<file path="src/rtl/line_buffer_scheduler_strided_pkg.sv">
// Shared definitions for the strided 3x3 line-buffer scheduler.
package line_buffer_scheduler_strided_pkg;

  typedef enum logic {
    IDLE   = 1'b0,
    ACTIVE = 1'b1
  } sched_state_t;

  localparam int unsigned MAX_STRIDE = 2;

  // Bits needed to hold 0..value-1, never less than one bit.
  function automatic int unsigned clog2(input int unsigned value);
    int unsigned w;
    w = 1;
    while ((32'd1 << w) < value) begin
      w = w + 1;
    end
    return w;
  endfunction

  // Only unit and double steps are supported by the window qualify logic.
  function automatic bit stride_legal(input int unsigned s);
    return (s >= 1) && (s <= MAX_STRIDE);
  endfunction

endpackage

</file>
<file path="src/rtl/line_buffer_scheduler_strided_wrap_counter.sv">
// Modulo counter with synchronous clear and enable. Clear restarts the
// sequence at index 0; an enable in the same cycle then steps from index 0.
module wrap_counter #(
  parameter int unsigned MODULUS = 4,
  parameter int unsigned WIDTH   = 2
) (
  input  logic             clk,
  input  logic             rst,
  input  logic             clr,
  input  logic             en,
  output logic [WIDTH-1:0] count,
  output logic             wrap
);

  localparam logic [WIDTH-1:0] LAST = WIDTH'(MODULUS - 1);

  logic [WIDTH-1:0] base;

  // Starting point for this cycle's step: zero when clearing.
  always_comb begin
    base = clr ? '0 : count;
    wrap = en && (base == LAST);
  end

  // Count register, advanced from the (possibly cleared) base.
  always_ff @(posedge clk or negedge rst) begin
    if (!rst) begin
      count <= '0;
    end else if (clr || en) begin
      if (wrap) begin
        count <= '0;
      end else if (en) begin
        count <= base + WIDTH'(1);
      end else begin
        count <= base;
      end
    end
  end

endmodule

</file>
<file path="src/rtl/line_buffer_scheduler_strided.sv">
// Raster-position tracker for the 3x3 line buffer: flags each accepted
// pixel that completes a window on the stride grid, with window coordinates
// and an end-of-frame pulse, all registered one cycle after the pixel.
module line_buffer_scheduler_strided
  import line_buffer_scheduler_strided_pkg::*;
#(
  parameter int unsigned input_x = 4,
  parameter int unsigned input_y = 4,
  parameter int unsigned stride  = 1
) (
  input  logic                      clk,
  input  logic                      rst,
  input  logic                      sof,
  input  logic                      input_valid,
  output logic                      output_valid,
  output logic [clog2(input_x)-1:0] out_row,
  output logic [clog2(input_y)-1:0] out_col,
  output logic                      eof,
  output logic                      busy
);

  localparam int unsigned WR   = clog2(input_x);
  localparam int unsigned WC   = clog2(input_y);
  localparam bit          STRIDE_OK = stride_legal(stride);
  localparam int unsigned STEP = STRIDE_OK ? stride : 1;
  localparam int unsigned WP   = clog2(STEP);

  sched_state_t state_q, state_d;

  // Row/column counters hold the position of the next expected pixel;
  // phase counters hold that position's offset from the stride grid.
  logic [WC-1:0] col_q;
  logic [WR-1:0] row_q;
  logic [WP-1:0] cph_q, rph_q;
  logic          col_wrap, row_wrap;
  logic          cph_wrap, rph_wrap;

  logic [WC-1:0] win_col_q;
  logic [WR-1:0] win_row_q;

  logic          start, accept;
  logic [WC-1:0] cur_col;
  logic [WR-1:0] cur_row;
  logic          col_in_win, row_in_win;
  logic          col_qual, row_qual, qualify;
  logic          row_step;

  logic unused_ok;
  assign unused_ok = &{1'b0, cph_wrap, rph_wrap};

  // Pixel acceptance and position of the pixel being loaded this cycle.
  always_comb begin
    start      = input_valid && sof;
    accept     = input_valid && (sof || (state_q == ACTIVE));
    cur_col    = start ? '0 : col_q;
    cur_row    = start ? '0 : row_q;
    col_in_win = cur_col >= WC'(2);
    row_in_win = cur_row >= WR'(2);
    col_qual   = col_in_win && (cph_q == '0);
    row_qual   = row_in_win && (rph_q == '0);
    qualify    = accept && col_qual && row_qual;
    row_step   = accept && col_wrap;
  end

  wrap_counter #(.MODULUS(input_y), .WIDTH(WC)) u_col (
    .clk   (clk),
    .rst   (rst),
    .clr   (start),
    .en    (accept),
    .count (col_q),
    .wrap  (col_wrap)
  );

  // The row counter wraps only on the frame's last pixel, so its wrap flag
  // doubles as the end-of-frame detect.
  wrap_counter #(.MODULUS(input_x), .WIDTH(WR)) u_row (
    .clk   (clk),
    .rst   (rst),
    .clr   (start),
    .en    (row_step),
    .count (row_q),
    .wrap  (row_wrap)
  );

  wrap_counter #(.MODULUS(STEP), .WIDTH(WP)) u_col_phase (
    .clk   (clk),
    .rst   (rst),
    .clr   (accept && (cur_col == WC'(1))),
    .en    (accept && col_in_win),
    .count (cph_q),
    .wrap  (cph_wrap)
  );

  wrap_counter #(.MODULUS(STEP), .WIDTH(WP)) u_row_phase (
    .clk   (clk),
    .rst   (rst),
    .clr   (row_step && (cur_row == WR'(1))),
    .en    (row_step && row_in_win),
    .count (rph_q),
    .wrap  (rph_wrap)
  );

  // Window coordinate counters: restart just before index 2, step per window.
  always_ff @(posedge clk or negedge rst) begin
    if (!rst) begin
      win_col_q <= '0;
      win_row_q <= '0;
    end else begin
      if (accept && (cur_col == WC'(1))) begin
        win_col_q <= '0;
      end else if (qualify) begin
        win_col_q <= win_col_q + WC'(1);
      end
      if (row_step && (cur_row == WR'(1))) begin
        win_row_q <= '0;
      end else if (row_step && row_qual) begin
        win_row_q <= win_row_q + WR'(1);
      end
    end
  end

  // Registered window flags, aligned with the line buffer's updated window.
  always_ff @(posedge clk or negedge rst) begin
    if (!rst) begin
      output_valid <= 1'b0;
      eof          <= 1'b0;
      out_row      <= '0;
      out_col      <= '0;
    end else begin
      output_valid <= qualify;
      eof          <= row_wrap;
      if (qualify) begin
        out_row <= win_row_q;
        out_col <= win_col_q;
      end
    end
  end

  // Frame state register.
  always_ff @(posedge clk or negedge rst) begin
    if (!rst) begin
      state_q <= IDLE;
    end else begin
      state_q <= state_d;
    end
  end

  // Next state: sof always (re)starts a frame, the last pixel ends it.
  always_comb begin
    state_d = state_q;
    busy    = (state_q == ACTIVE);
    if (start) begin
      state_d = ACTIVE;
    end else if (row_wrap) begin
      state_d = IDLE;
    end
  end

endmodule

</file>
<file path="config.mk">
export PLATFORM = sky130hd
export DESIGN_NAME = line_buffer_scheduler_strided
export DESIGN_NICKNAME = d
export VERILOG_FILES = /design/src/rtl/line_buffer_scheduler_strided_pkg.sv /design/src/rtl/line_buffer_scheduler_strided_wrap_counter.sv /design/src/rtl/line_buffer_scheduler_strided.sv
export SDC_FILE = /design/constraint.sdc
export NUM_CORES = 1
export LEC_CHECK = 0
export ABC_AREA = 1
export BUFFER_PORTS_ARGS = -buffer_cell sky130_fd_sc_hd__buf_2
export CAP_MARGIN = 15
export CELL_PAD_IN_SITES_DETAIL_PLACEMENT = 2
export CELL_PAD_IN_SITES_GLOBAL_PLACEMENT = 2
export CORE_MARGIN = 1
export CORE_UTILIZATION = 34
export CTS_CLUSTER_DIAMETER = 80
export DETAILED_ROUTE_END_ITERATION = 12
export PLACE_DENSITY = 0.85
export SYNTH_ARGS = -nofsm -noshare
export SYNTH_HDL_FRONTEND = slang
export SYNTH_SLANG_ARGS = --single-unit
export TNS_END_PERCENT = 1
</file>
<file path="constraint.sdc">
create_clock -name clk -period 1.55 [get_ports clk]
set_clock_uncertainty 0.15 [all_clocks]
set_input_delay 0.2325 -clock clk [delete_from_list [all_inputs] [get_ports clk]]
set_output_delay 0.2325 -clock clk [all_outputs]
set_load 0.02 [all_outputs]
</file>
==> results of run 1 <==
critical path, stage by stage, from the launching register on:
cell     delay, ns
dfrtp_1       0.44
o21ai_2       0.32
inv_2         0.05
nand2_1       0.14
nand3_1       0.12
nand2_1       0.07
layout by cell type, fill, tap and decap left out:
master,count
nand3_1,5
clkinv_4,1
inv_2,1
nor2_4,2
nand2_4,2
o21ai_1,4
inv_1,9
o21ai_0,1
dlygate4sd3_1,1
a21oi_1,1
xor2_1,4
nand2_2,3
nand4_1,2
dfrtp_1,17
clkbuf_4,3
nand2_1,24
clkinv_2,1
nand2_8,1
nor2_1,6
nor2_8,1
ha_1,3
o21ai_2,1
buf_2,10
power groups by stage:
stage | Clock, uW | Sequential, uW | Combinational, uW
4_1_cts | 258 | 537 | 270
6_report | 241 | 535 | 262
3_5_place_dp | 0 | 548 | 268
5_1_grt | 266 | 542 | 308
3_3_place_gp | 0 | 544 | 252
2_1_floorplan | 0 | 536 | 204
final cells by class:
type / instances / area, um^2 / share of cell area (%)
clock buffers: 3 / 22.5 / 2.35
clock inverters: 1 / 5.00 / 0.522
inverters: 11 / 46.3 / 4.82
multi-input cells: 60 / 365 / 38.1
flip-flops and latches: 17 / 425 / 44.3
well taps: 28 / 35.0 / 3.65
repair buffers: 11 / 60.1 / 6.26
worst paths after layout:
kind                            start              to  slack (ns)  depth (start not counted)
max                              busy    win_col_q[1]        0.21                          5
min                               sof            busy        0.10                          3
max reg2reg                      busy    win_col_q[1]        0.21                          5
min reg2reg                out_col[1]      out_col[1]        0.34                          2
max in group asynchronous         rst  u_row.count[1]        0.73                          2
min in group asynchronous         rst    win_col_q[0]        0.24                          2
metrics by stage:
stage                     utilization, %  cells
after global routing                42.2    131
after global placement              40.5    126
after CTS                           42.2    131
after detailed placement            40.5    126
final                               42.2    131
after floorplan                        -     88
sequential cells by signal (all words and copies together), names as in the netlist:
register,flops
u_col_phase.count,1
u_col.count,2
eof,1
win_col_q,2
output_valid,1
busy,1
win_row_q,2
u_row_phase.count,1
out_row,2
out_col,2
u_row.count,2
layer usage:
layer / up-vias / routed length, um / track usage [%]
met5: - / 0 / 0
met4: 0 / 12 / 6.76
met3: 2 / 39 / 3.51
met2: 6 / 1010 / 30.5
met1: 325 / 733 / 19.5
li1: 303 / - / -
cells by family after synthesis:
kind of cell             synth area share, %
XOR/XNOR                                4.18
adder cells (fa/ha/maj)                 4.48
AO/OA/AOI/OAI                           4.63
flip-flops                              50.8
buffers and inverters                   5.53
AND/OR/NAND/NOR                         30.3
==> results.cfg, run 1 <==
[grt]
antenna_found_initial = 0
grt_pass1_vias = 749
overflow = 0
grt_pass1_wl_mm = 3.26
grt_max_degree = 18
grt_usage_pct = 17.0

[flow_run]
maxCapViolations = 0

[synth]
synth.distinct_cells = 19
synth_area_um2 = 837
synth-seq-cells = 17
synth_ff_type = dfrtp_1
synth_most_common_cell = nand2_1
synthTopCellsByArea = dfrtp_1 (51%), nand2_1 (11%), ha_1 (4.5%)
async_reset_ff_share_pct = 100
synth_top_cell_by_area = dfrtp_1
yosys.area.top_type_share_pct = 50.8
synth_edf_count = 0
ys_seq_area_share_pct = 50.8
synth_nets = 95
synth_common_cells = nand2_1 (24), dfrtp_1 (17), inv_1 (9), nor2_1 (6), nand3_1 (5)
syn_area_per_cell_um2 = 9.51
syn_inst = 88
yosysWarnings = 0

[worst_setup_path]
critPathKind = register to register
crit_fanout = 5
end_kind = register
start_kind = register
cp.required_ns = 1.64
cp.arrival_ns = 1.42

[detailed_routing]
drt_iter0_drc = 4
drc_errors = 0
dr.pass1.iters = 4
vias_per_cell = 4.85
vias = 636
wl_mm = 1.79
ant_nets = 0
wl_per_cell_um = 13.7

[sta]
worst_slack_ns = 0.214
holdWs_ns = 0.101
hold_viol_final = 0
finalCritPeriodShare_pct = 86.2
fmax_mhz = 748
finalSetupTns_ns = 0
setup_viol = 0
tightest_slew_ns = 0.396
relSlewSlack_pct = 73.6
rsz0062_at_grt = no
fin_crit_ns = 1.34
slew_violations = 0

[floorplanning]
core_um2 = 2280
io_pins = 11
die_w_um = 51.6
die_area_um2 = 2660
rows = 17
initial_utilization_pct = 36.8
die-height_um = 51.6

[pwr]
combPwrFrac_pct = 25.3
powerDensity_nw_per_um2 = 1080
intPower_uw = 679
p_sw_uw = 360
sw_frac_of_total_pct = 34.6
total_power_uw = 1040
ir_drop_mv = 0.570
seqPwrFrac_pct = 51.5
p_leak_uw = 0.000525
clockPowerShare_pct = 23.2

[placement]
gp_congestion = 0.715
dp.final_hpwl_mm = 1.37
place_area_um2 = 922
pre_cts_slack_ns = 0.145
io_buffers = 10

[cts]
hold_buffers = 1
cts_root_buffer = clkbuf_4
clock_latency_ns = 0.29
clk_pin_slew_ns = 0.11
clockBufferDepth = 2
cts_setup_buffers = 0
cts_sinks = 17
htree_levels = 1
cts_made_buffers = 3
ctsResizeCount = 0
cts_tree = done

[cells_and_area]
fin_area_um2 = 960
drive_gt1_share_pct = 25.2
n_antenna_cell = 0
fillers = 255
nNetsFinal = 111
area_growth_pct = 14.6

[worst_hold_path]
min_path_type = input pin to register

[run_status]
status = finished clean
Note: power is estimated with default switching activity, not from simulation.
==> run 2, diff against run 1 <==
Settings changed: CORE_UTILIZATION 34 to 32, PLACE_DENSITY 0.85 to 0.86, SYNTH_HIERARCHICAL set to 1.
==> run 2 against run 1 <==
The flow now finishes with violations (setup timing). Die area grew 12%. Via count up 24%. Synthesized cell count grew 28%. Combinational power about the same. Largest power group unchanged. Core utilization grew 1.7 points. Hold slack improved by 0.11 ns.
==> results.cfg, run 2 <==
[cts]
clock_latency_ns = 0.29
cts_sinks = 17
clockBufferDepth = 2
cts_root_buffer = clkbuf_4
clk_pin_slew_ns = 0.10
htree_levels = 1
cts_tree = done
cts_made_buffers = 3

[synth]
yosysWarnings = 6
syn_inst = 113
synth_area_um2 = 883
syn_area_per_cell_um2 = 7.82
synth_nets = 119

[sta]
worst_slack_ns = -0.00105
finalCritPeriodShare_pct = 100
fmax_mhz = 645
fin_crit_ns = 1.55
relSlewSlack_pct = 73.0
finalSetupTns_ns = -0.00105
rsz0062_at_grt = yes
slew_violations = 0
setup_viol = 1
hold_viol_final = 0
tightest_slew_ns = 0.405
holdWs_ns = 0.208

[floorplanning]
io_pins = 11
rows = 18
core_um2 = 2540
die_area_um2 = 2970
die_w_um = 54.5
die-height_um = 54.5
initial_utilization_pct = 34.7

[placement]
dp.final_hpwl_mm = 1.84
gp_congestion = 0.691
io_buffers = 10

[detailed_routing]
wl_mm = 2.73
vias_per_cell = 4.68
vias = 791
drc_errors = 0
dr.pass1.iters = 1
ant_nets = 0
wl_per_cell_um = 16.1
drt_iter0_drc = 0

[worst_hold_path]
min_path_type = input pin to register

[pwr]
ir_drop_mv = 0.465
p_leak_uw = 0.000664
powerDensity_nw_per_um2 = 891

[worst_setup_path]
cpMaxStageDelayCell = dfrtp_1
crit_fanout = 4
cp.required_ns = 1.59
end_kind = register
start_kind = register
cpPeakStageDelay_ns = 0.40
critPathKind = register to register
crit_chain = inv_2, nor2_4, ha_4, nand2_2, inv_2, nand4_1, inv_1, inv_1, nand2_1, nor2_1
cp.arrival_ns = 1.59

[grt]
grt_max_degree = 18
grt_pass1_wl_mm = 3.75
grt_usage_pct = 18.7
grt_pass1_vias = 829
antenna_found_initial = 0
overflow = 0

[cells_and_area]
area_growth_pct = 26.5
nNetsFinal = 146
drive_gt1_share_pct = 29.5
final_common_cell = nand2_1
n_antenna_cell = 0
final_cell_mix = nand2_1 (32), inv_1 (18), dfrtp_1 (17)

[run_status]
status = finished with violations
violations = setup timing

[flow_run]
maxCapViolations = 0
[run 2: where the power goes]
group / internal (uW) / total (uW) / switching [uW]
clock: 99.9 / 240 / 141
combinational: 113 / 265 / 151
sequential: 467 / 491 / 23.5
[run 2: worst max-delay path, delay by kind of cell (launching register included)]
| kind | cells | cell delay (ns) |
|---|---|---|
| adder cells (fa/ha/maj) | 1 | 0.16 |
| buffers and inverters | 4 | 0.29 |
| AND/OR/NAND/NOR | 5 | 0.47 |
| flip-flops | 1 | 0.40 |
[run 2: area by class of cell]
| cell class | count | area, um^2 |
|---|---|---|
| Inverter | 24 | 92.6 |
| Timing Repair Buffer | 22 | 143 |
| Clock buffer | 4 | 26.3 |
| Tap cell | 30 | 37.5 |
| Multi-Input combinational cell | 72 | 393 |
| Sequential cell | 17 | 425 |
| Fill cell | 303 | 1430 |
[run 2: metrics by stage]
step	setup slack [ns]	cells	power, uW	instance area (um^2)	utilization, %
floorplan	0.0795	113	601	883	-
CTS	0.00470	167	936	1080	42.3
finish	-0.00105	169	996	1120	43.9
global placement	-0.0646	161	663	1030	40.5
global route	-0.0977	169	1060	1120	43.9
detailed placement	-0.160	161	686	1030	40.5
[run 2: per-layer routing]
layer | share of wire (%) | track usage [%] | vias to the layer above
met3 | 1.9 | 3.33 | 8
li1 | - | - | 391
met2 | 52 | 34.8 | 13
met1 | 43 | 21.1 | 379
met5 | 0 | 0 | -
met4 | 2.6 | 6.41 | 0
[run 2: path summary, 6_finish.rpt]
kind	startpoint	to	slack, ns	cells after the start
hold reg to reg	out_row[0]	out_row[0]	0.37	2
hold / removal	sof	busy	0.21	4
setup / recovery	u_col/count[1]	u_row_phase/count	-0.001	10
setup reg to reg	u_col/count[1]	u_row_phase/count	-0.001	10
max in group asynchronous	rst	win_row_q[0]	0.72	2
min in group asynchronous	rst	u_col/count[1]	0.25	2
[run 2: repair_timing]
action / 4_1_cts / 5_1_grt
hold buffers: 1 / 0
resized for setup: 2 / 9
buffers inserted: 1 / 2
endpoints found under the setup margin: 4 / 6
pin swaps: 1 / 4
hold endpoints to repair: 17 / 0
==> run 3, diff against run 2 <==
Settings changed: CORE_UTILIZATION 32 to 34, CTS_CLUSTER_DIAMETER 80 to not set, PLACE_DENSITY 0.86 to 0.9.
Clock period 1.55 ns to 1.79 ns, I/O delays scaled along.
==> run 3 against run 2 <==
The flow now finishes without violations. Global-route usage is 0.22 points higher. Total power decreased by 22%. Sequential cell count unchanged. Sequential share of layout area rose by 3.5 points. Core utilization fell by 2.2 points. Clock power down 9.2%. Via count down 4.9%. First-iteration DRC count rose by 3. Final area shrank 8.4%. Hold slack gained 0.046 ns. Clock-buffer cell count fell by 1. Setup slack improved by 0.20 ns. Critical path type unchanged. Largest power group unchanged.
==> results.cfg, run 3 (same netlist as run 2, synthesis figures left out) <==
[cells_and_area]
drive_gt1_share_pct = 18.5
nNetsFinal = 137
area_growth_pct = 15.9
utilization_pct = 41.7
final_common_cell = nand2_1
fin_area_um2 = 1020
n_antenna_cell = 0
final_cell_mix = nand2_1 (34), inv_1 (22), dfrtp_1 (17)

[detailed_routing]
wl_per_cell_um = 13.6
wl_mm = 2.18
vias_per_cell = 4.70
vias = 752
ant_nets = 0
drt_iter0_drc = 3
dr.pass1.iters = 2
drc_errors = 0

[sta]
slew_violations = 0
relSlewSlack_pct = 73.3
worst_slack_ns = 0.203
setup_viol = 0
fmax_mhz = 630
rsz0062_at_grt = no
tightest_slew_ns = 0.401
finalSetupTns_ns = 0
hold_viol_final = 0
fin_crit_ns = 1.59
finalCritPeriodShare_pct = 88.6

[worst_setup_path]
start_kind = register
rrSetupSlack_ns = 0.20
end_kind = register
timing.rr.end = busy
r2r_start = u_col/count[0]
crit_start = u_col/count[0]
critPathKind = register to register
crit_fanout = 4
cp.arrival_ns = 1.65
cp.required_ns = 1.86
reg2reg_depth = 10

[grt]
grt_pass1_vias = 869
grt_usage_pct = 18.9
grt_pass1_wl_mm = 3.82
grt_max_degree = 18
antenna_found_initial = 0
overflow = 0

[floorplanning]
core_um2 = 2450
die_area_um2 = 2810
rows = 18
io_pins = 11
die-height_um = 53.0
initial_utilization_pct = 36.0
die_w_um = 53.0

[placement]
pre_cts_slack_ns = 0.0222
place_area_um2 = 986
gp_congestion = 0.776
io_buffers = 10
dp.final_hpwl_mm = 1.71

[cts]
clock_latency_ns = 0.30
ctsResizeCount = 0
cts_tree = done
cts_sinks = 17
cts_root_buffer = clkbuf_4
cts_made_buffers = 3
htree_levels = 1
hold_buffers = 1
clk_pin_slew_ns = 0.12
cts_setup_buffers = 0
clockBufferDepth = 2

[pwr]
total_power_uw = 780
ir_drop_mv = 0.315
p_leak_uw = 0.000630
powerDensity_nw_per_um2 = 762

[run_status]
status = finished clean

[flow_run]
maxCapViolations = 0

[worst_hold_path]
min_path_type = input pin to async pin
## run 3: cell types whose count changed in the layout (fill, tap and decap cells not counted), sizes merged
cell,before,now
buf,21,12
clkbuf,4,3
clkinv,1,2
## run 3: per-stage QoR
stage / cells / hold WS (ns)
floorplan: 113 / -0.177
global placement: 155 / 0.0653
detailed placement: 155 / 0.0719
CTS: 160 / 0.256
global route: 160 / 0.271
finish: 160 / 0.254
## run 3: how the worst max path moves through the flow
stage,end,cells after the start
2_1_floorplan,busy,13
3_3_place_gp,busy,14
3_5_place_dp,u_row/count[0],14
4_1_cts,u_row/count[0],10
5_1_grt,busy,10
6_report,busy,10
## run 3: final cells by class
type	instances	area, um^2
clock buffer	3	22.5
clock inverter	1	5.00
fill	303	1430
inverter	24	92.6
multi-input combinational	72	365
sequential	17	425
tap	30	37.5
timing repair buffer	13	75.1
## run 3: worst max-delay path, stage by stage, from the launching register on
cell and delay (ns):
dfrtp_1 0.41, nand2_1 0.09, inv_1 0.05, ha_1 0.21, nand2_1 0.07, inv_1 0.06
nand2_2 0.11, inv_1 0.09, nand2_1 0.08, inv_1 0.05, o21ai_0 0.15
## run 3: per-layer routing
metal	part of all wire, %	wire length (um)	track usage [%]
met5	0	0	0
met4	1.3	29	6.58
met3	2.4	53	4.31
met2	51	1110	32.9
met1	45	989	22.5
## run 3: report_power, final
part | internal [uW] | switching [uW] | leakage, uW | total, uW
registers | 405 | 22.3 | 0.000228 | 427
logic | 46.7 | 88.2 | 0.000384 | 135
clock network | 83.3 | 135 | 0.0000177 | 218
